==> src/rtl/pcie_tx_inject.sv <==
`default_nettype none
// ============================================================================
// pcie_tx_inject : releases fully committed TLPs from the TX TLP FIFO onto the
//                  64-bit 7-series PCIe AXI4-Stream transmit interface.
// Revision 1.0
// ============================================================================
module pcie_tx_inject #(
  parameter int CNT_W = 8
) (
  input  logic         pcie_clk,
  input  logic         pcie_rst_n,
  input  logic         pkt_commit,
  output logic         rd_en,
  input  logic [73:0]  dout,
  input  logic         empty,
  output logic         s_axis_tx_tvalid,
  input  logic         s_axis_tx_tready,
  output logic         s_axis_tx_tlast,
  output logic [7:0]   s_axis_tx_tkeep,
  output logic [63:0]  s_axis_tx_tdata,
  output logic [3:0]   s_axis_tx_tuser,
  output logic [31:0]  tx_pkt_count,
  output logic [15:0]  tx_dsc_count,
  output logic         err_underrun,
  output logic         err_cnt_ovf
);

  localparam logic [0:0]       ST_IDLE  = 1'b0;
  localparam logic [0:0]       ST_XFER  = 1'b1;
  localparam logic [CNT_W-1:0] PEND_MAX = '1;
  localparam logic [CNT_W-1:0] PEND_ONE = CNT_W'(1);
  localparam logic [CNT_W-1:0] PEND_ZERO = '0;
  localparam logic [31:0]      PKT_ONE  = 32'd1;
  localparam logic [15:0]      DSC_ONE  = 16'd1;
  localparam logic [15:0]      DSC_MAX  = 16'hFFFF;

  logic [0:0]       state_q, state_d;
  logic [CNT_W-1:0] pend_q, pend_d;
  logic             sop_q, sop_d;
  logic             tvalid_q, tlast_q, dsc_q;
  logic [7:0]       tkeep_q;
  logic [63:0]      tdata_q;
  logic [31:0]      pkt_cnt_q;
  logic [15:0]      dsc_cnt_q;
  logic             underrun_q, ovf_q;

  logic w_word_vld, w_word_last, w_marker;
  logic w_slot_free, w_pop, w_pop_last, w_drop, w_load;
  logic w_norm_done;

  assign w_word_vld  = dout[73];
  assign w_word_last = dout[72];
  assign w_marker    = !w_word_vld && w_word_last;

  assign w_slot_free = !tvalid_q || s_axis_tx_tready;
  assign w_pop       = (state_q == ST_XFER) && !empty && w_slot_free;
  assign w_pop_last  = w_pop && w_word_last;
  // A truncation marker at the head of a packet carries no payload: nothing to emit.
  assign w_drop      = w_pop && w_marker && sop_q;
  assign w_load      = w_pop && !w_drop;
  assign w_norm_done = tvalid_q && s_axis_tx_tready && tlast_q && !dsc_q;

  always_comb begin
    pend_d = pend_q;
    if (pkt_commit && !w_pop_last) begin
      if (pend_q != PEND_MAX) begin
        pend_d = pend_q + PEND_ONE;
      end
    end else if (!pkt_commit && w_pop_last) begin
      pend_d = pend_q - PEND_ONE;
    end
  end

  always_comb begin
    state_d = state_q;
    case (state_q)
      ST_IDLE: begin
        if (pend_q != PEND_ZERO) begin
          state_d = ST_XFER;
        end
      end
      ST_XFER: begin
        if (w_pop_last && (pend_d == PEND_ZERO)) begin
          state_d = ST_IDLE;
        end
      end
      default: state_d = ST_IDLE;
    endcase
  end

  always_comb begin
    sop_d = sop_q;
    if (w_pop) begin
      sop_d = w_word_last;
    end
  end

  always_ff @(posedge pcie_clk or negedge pcie_rst_n) begin
    if (!pcie_rst_n) begin
      state_q <= ST_IDLE;
      pend_q  <= '0;
      sop_q   <= 1'b1;
    end else begin
      state_q <= state_d;
      pend_q  <= pend_d;
      sop_q   <= sop_d;
    end
  end

  // Output stage: a pop only happens when the slot is free, so a load never overwrites a pending beat.
  always_ff @(posedge pcie_clk or negedge pcie_rst_n) begin
    if (!pcie_rst_n) begin
      tvalid_q <= 1'b0;
      tlast_q  <= 1'b0;
      dsc_q    <= 1'b0;
      tkeep_q  <= '0;
      tdata_q  <= '0;
    end else begin
      if (s_axis_tx_tready) begin
        tvalid_q <= 1'b0;
      end
      if (w_load) begin
        tvalid_q <= 1'b1;
        tlast_q  <= w_marker ? 1'b1 : w_word_last;
        dsc_q    <= w_marker;
        tkeep_q  <= w_marker ? 8'hFF : dout[71:64];
        tdata_q  <= w_marker ? 64'd0 : dout[63:0];
      end
    end
  end

  always_ff @(posedge pcie_clk or negedge pcie_rst_n) begin
    if (!pcie_rst_n) begin
      pkt_cnt_q  <= '0;
      dsc_cnt_q  <= '0;
      underrun_q <= 1'b0;
      ovf_q      <= 1'b0;
    end else begin
      if (w_norm_done) begin
        pkt_cnt_q <= pkt_cnt_q + PKT_ONE;
      end
      if (w_pop && w_marker && (dsc_cnt_q != DSC_MAX)) begin
        dsc_cnt_q <= dsc_cnt_q + DSC_ONE;
      end
      if ((state_q == ST_XFER) && empty && w_slot_free) begin
        underrun_q <= 1'b1;
      end
      if (pkt_commit && (pend_q == PEND_MAX)) begin
        ovf_q <= 1'b1;
      end
    end
  end

  assign rd_en            = w_pop;
  assign s_axis_tx_tvalid = tvalid_q;
  assign s_axis_tx_tlast  = tlast_q;
  assign s_axis_tx_tkeep  = tkeep_q;
  assign s_axis_tx_tdata  = tdata_q;
  assign s_axis_tx_tuser  = {dsc_q, 3'b000};
  assign tx_pkt_count     = pkt_cnt_q;
  assign tx_dsc_count     = dsc_cnt_q;
  assign err_underrun     = underrun_q;
  assign err_cnt_ovf      = ovf_q;

endmodule
`default_nettype wire

==> config.mk <==
export PLATFORM = sky130hd
export DESIGN_NAME = pcie_tx_inject
export DESIGN_NICKNAME = d
export VERILOG_FILES = /design/src/rtl/pcie_tx_inject.sv
export SDC_FILE = /design/constraint.sdc
export NUM_CORES = 1
export LEC_CHECK = 0
export ABC_AREA = 1
export CAP_MARGIN = 15
export CELL_PAD_IN_SITES_DETAIL_PLACEMENT = 0
export CELL_PAD_IN_SITES_GLOBAL_PLACEMENT = 1
export CORE_MARGIN = 4
export CORE_UTILIZATION = 31
export CTS_CLUSTER_DIAMETER = 200
export DETAILED_ROUTE_END_ITERATION = 10
export PLACE_DENSITY = 0.84
export SLEW_MARGIN = 20
export SYNTH_ARGS = -nofsm -noshare
export SYNTH_HDL_FRONTEND = slang
export SYNTH_SLANG_ARGS = --single-unit
==> constraint.sdc <==
create_clock -name pcie_clk -period 1.58 [get_ports pcie_clk]
set_input_delay 0.237 -clock pcie_clk [delete_from_list [all_inputs] [get_ports pcie_clk]]
set_output_delay 0.237 -clock pcie_clk [all_outputs]
set_load 0.005 [all_outputs]
==> impl_metrics.json, run 1 <==
{
  "io_buffers": 204,
  "cp-start-kind": "register",
  "gr-usage-met3": 0.0544,
  "fin_skew_ps": 7.35,
  "yosys.area_share.simple": 0.198,
  "n_antenna_cell": 0,
  "power_density_nw_per_um2": 1130,
  "synthesis.instances": 588,
  "reg2reg_slack_ps": -180,
  "cts_sinks": 135,
  "muxShareOfSynthArea": 0.00183,
  "vias": 5884,
  "drv_cap": 0,
  "status": "complete, but fails checks",
  "ys_ff_latch": 135,
  "crit_type": "register to register",
  "cts_tree": "yes",
  "start_util": 0.316,
  "gp_congestion": 0.889,
  "gr-total-overflow": 0,
  "rows": 51,
  "die_x_um": 149,
  "use_met1": 0.210,
  "die-area_um2": 22200,
  "io_pins": 208,
  "clock_path_buffers": 2,
  "antenna_found_initial": 0,
  "yosysWarnings": 0,
  "hpwl_mm": 13.2,
  "critPathSlowestCell": "dfrtp_1",
  "grt_pass1_wl_mm": 30.5,
  "fin_crit_sh": 1.11,
  "cts-htree-levels": 4,
  "insertion_delay_ps": 410,
  "grt_busiest_layer": "met2",
  "dp.cells": 1155,
  "fmax_mhz": 569,
  "first_pass_iters": 5,
  "cp_max_fo": 7,
  "peakVddDrop_v": 0.000717,
  "crit_chain": "buf_4 > inv_2 > nor2_2 > nor2_4 > buf_6 > inv_6 > nor2_8 > inv_4 > nand2_8 > clkinv_8 > clkbuf_16 > a22o_1",
  "crit_path_max_incr_delay_ps": 390,
  "slew_viol_final": 0,
  "synth_adder_area_share": 0.0102,
  "die_h_um": 149,
  "first_iter_violations": 326,
  "dp_slack_ps": -438,
  "synth.distinct_cells": 43,
  "crit_path_end_kind": "register",
  "syn_area_per_cell_um2": 10.5,
  "p_leak_nw": 5.77,
  "synth_seq_area_share": 0.550,
  "grt.total_usage": 0.173,
  "drc_errors": 0,
  "setup_ws_ps": -178,
  "route.detailed.vias_per_inst": 4.63,
  "layout.cells.non_filler": 1270,
  "path_clk_slew_ps": 60,
  "wire_per_inst_um": 16.4,
  "rsz0062_at_grt": "yes",
  "drive_above_1_share": 0.343,
  "grt_max_degree": 66,
  "grt_pass1_vias": 5974,
  "hold_class": "input pin to asynchronous set/reset pin",
  "required_ps": 1880,
  "synth_compound_gate_area_share": 0.113,
  "hold_violations": 0,
  "area.growth.synth_to_final_pct": 82.3,
  "violations": "negative setup slack",
  "clockRootBuffer": "clkbuf_16",
  "netlist_area_um2": 6150,
  "synth_top_family_by_area": "simple AND/OR/NAND/NOR gates",
  "ant_nets": 0,
  "nets": 1076,
  "fin_tns_setup_ps": -10710,
  "setup_violations": 96,
  "worst_r2r_path_depth": 12,
  "grt.met2_usage": 0.295,
  "numCtsBuffers": 17,
  "fin_crit_ps": 1760,
  "synth_xor_area_frac": 0.0655,
  "finalWirelength_mm": 20.9,
  "critPathArrivalTime_ps": 2050,
  "core_um2": 19500
}
-- repair_timing --
item,CTS,global route
hold endpoints to repair,34,0
hold buffers,1,0
pin swaps,20,42
endpoints found under the setup margin,120,126
gates cloned,2,10
buffers inserted,42,28
gates resized for setup,98,107
-- state kept, by name, indices dropped and copies added, names as in the netlist, 8 cells and up --
register and count:
s_axis_tx_tdata 64, pend_q 8, tx_dsc_count 16, s_axis_tx_tkeep 8
tx_pkt_count 32
-- layer usage --
metal	vias to the layer above	share of wire
met3	35	0.069
met1	2866	0.41
met4	0	0.025
met5	-	0
li1	2784	-
met2	199	0.50
-- cell families after synthesis --
family	after synthesis
flip-flops	135
multiplexers	1
XOR/XNOR	46
other	1
adder cells (fa/ha/maj)	5
buffers and inverters	84
AND/OR/NAND/NOR	233
AO/OA/AOI/OAI	83
-- cells in the final DEF, fill, tap and decap left out, drive strengths merged, types with 23 or more instances in the layout --
cell type / n
dfrtp: 134
dlymetal6s2s: 23
nand2: 99
xor2: 32
a22o: 64
dlygate4sd2: 36
nor2: 53
clkdlybuf4s50: 136
clkbuf: 27
nand3: 45
buf: 192
inv: 67
-- Yosys cell counts (all sizes together) --
cell	n	area, µm²
dfstp	1	26.3
or2	1	6.26
o22a	7	61.3
o211ai	2	15.0
inv	64	245
conb	1	3.75
xnor2	14	123
a21oi	4	20.0
nand3b	1	7.51
ha	5	62.6
xor2	32	280
nor2	53	288
buf	19	130
nand3	45	238
clkbuf	1	3.75
nor3b	1	12.5
o21bai	1	7.51
mux2	1	11.3
a31o	1	8.76
dfrtp	134	3350
nand2	99	399
nor3	14	97.6
nand4	14	109
a22o	64	561
nor4	5	58.8
o21ai	4	20.0
-- critical path: cells and delay by family (launching register included) --
kind	cells	cell delay, ps
buf+inv	7	710
flops	1	390
compound gates	1	190
simple gates	4	360
-- where the power goes --
part           internal (W)  total, W  leakage [nW]  switching (W)
logic               0.00250   0.00434          3.79        0.00184
clock network       0.00226   0.00388         0.276        0.00162
registers           0.00401   0.00443          1.71       0.000422
total               0.00877    0.0126          5.77        0.00388
-- per-stage QoR --
stage	total power [W]	instance area, µm²	util	hold slack (ps)
final	0.0126	11200	0.576	301
after global routing	0.0133	11200	0.576	329
after CTS	0.0121	10400	0.536	318
after detailed placement	0.00784	9350	0.480	182
after global placement	0.00783	9350	0.480	180
after floorplan	0.00568	6160	-	-58.6
-- worst paths after layout --
check                                             start                               to
setup / recovery           s_axis_tx_tvalid$_DFFE_PN0P_  s_axis_tx_tdata[30]$_DFFE_PN0P_
hold / removal                               pcie_rst_n     tx_dsc_count[14]$_DFFE_PN0P_
setup reg to reg           s_axis_tx_tvalid$_DFFE_PN0P_  s_axis_tx_tdata[30]$_DFFE_PN0P_
hold reg to reg            tx_dsc_count[15]$_DFFE_PN0P_     tx_dsc_count[15]$_DFFE_PN0P_
max in group asynchronous                    pcie_rst_n     tx_pkt_count[21]$_DFFE_PN0P_
min in group pcie_clk                          dout[34]  s_axis_tx_tdata[34]$_DFFE_PN0P_
-- layout make-up --
class | count | area (µm²)
Fill cell | 1599 | 8260
Timing Repair Buffer | 402 | 3880
Sequential cell | 135 | 3390
Multi-Input combinational cell | 371 | 2740
Clock buffer | 19 | 453
Tap cell | 265 | 332
Inverter | 64 | 278
Clock inverter | 13 | 120
Timing Repair inverter | 1 | 11.3
(Power assumes the default switching activity.)
==> inputs of run 2 (changes only) <==
Settings changed: CTS_CLUSTER_DIAMETER 200 to 30.
==> results of run 2 <==
The final DEF is identical to that of run 1; final timing and power are the same.
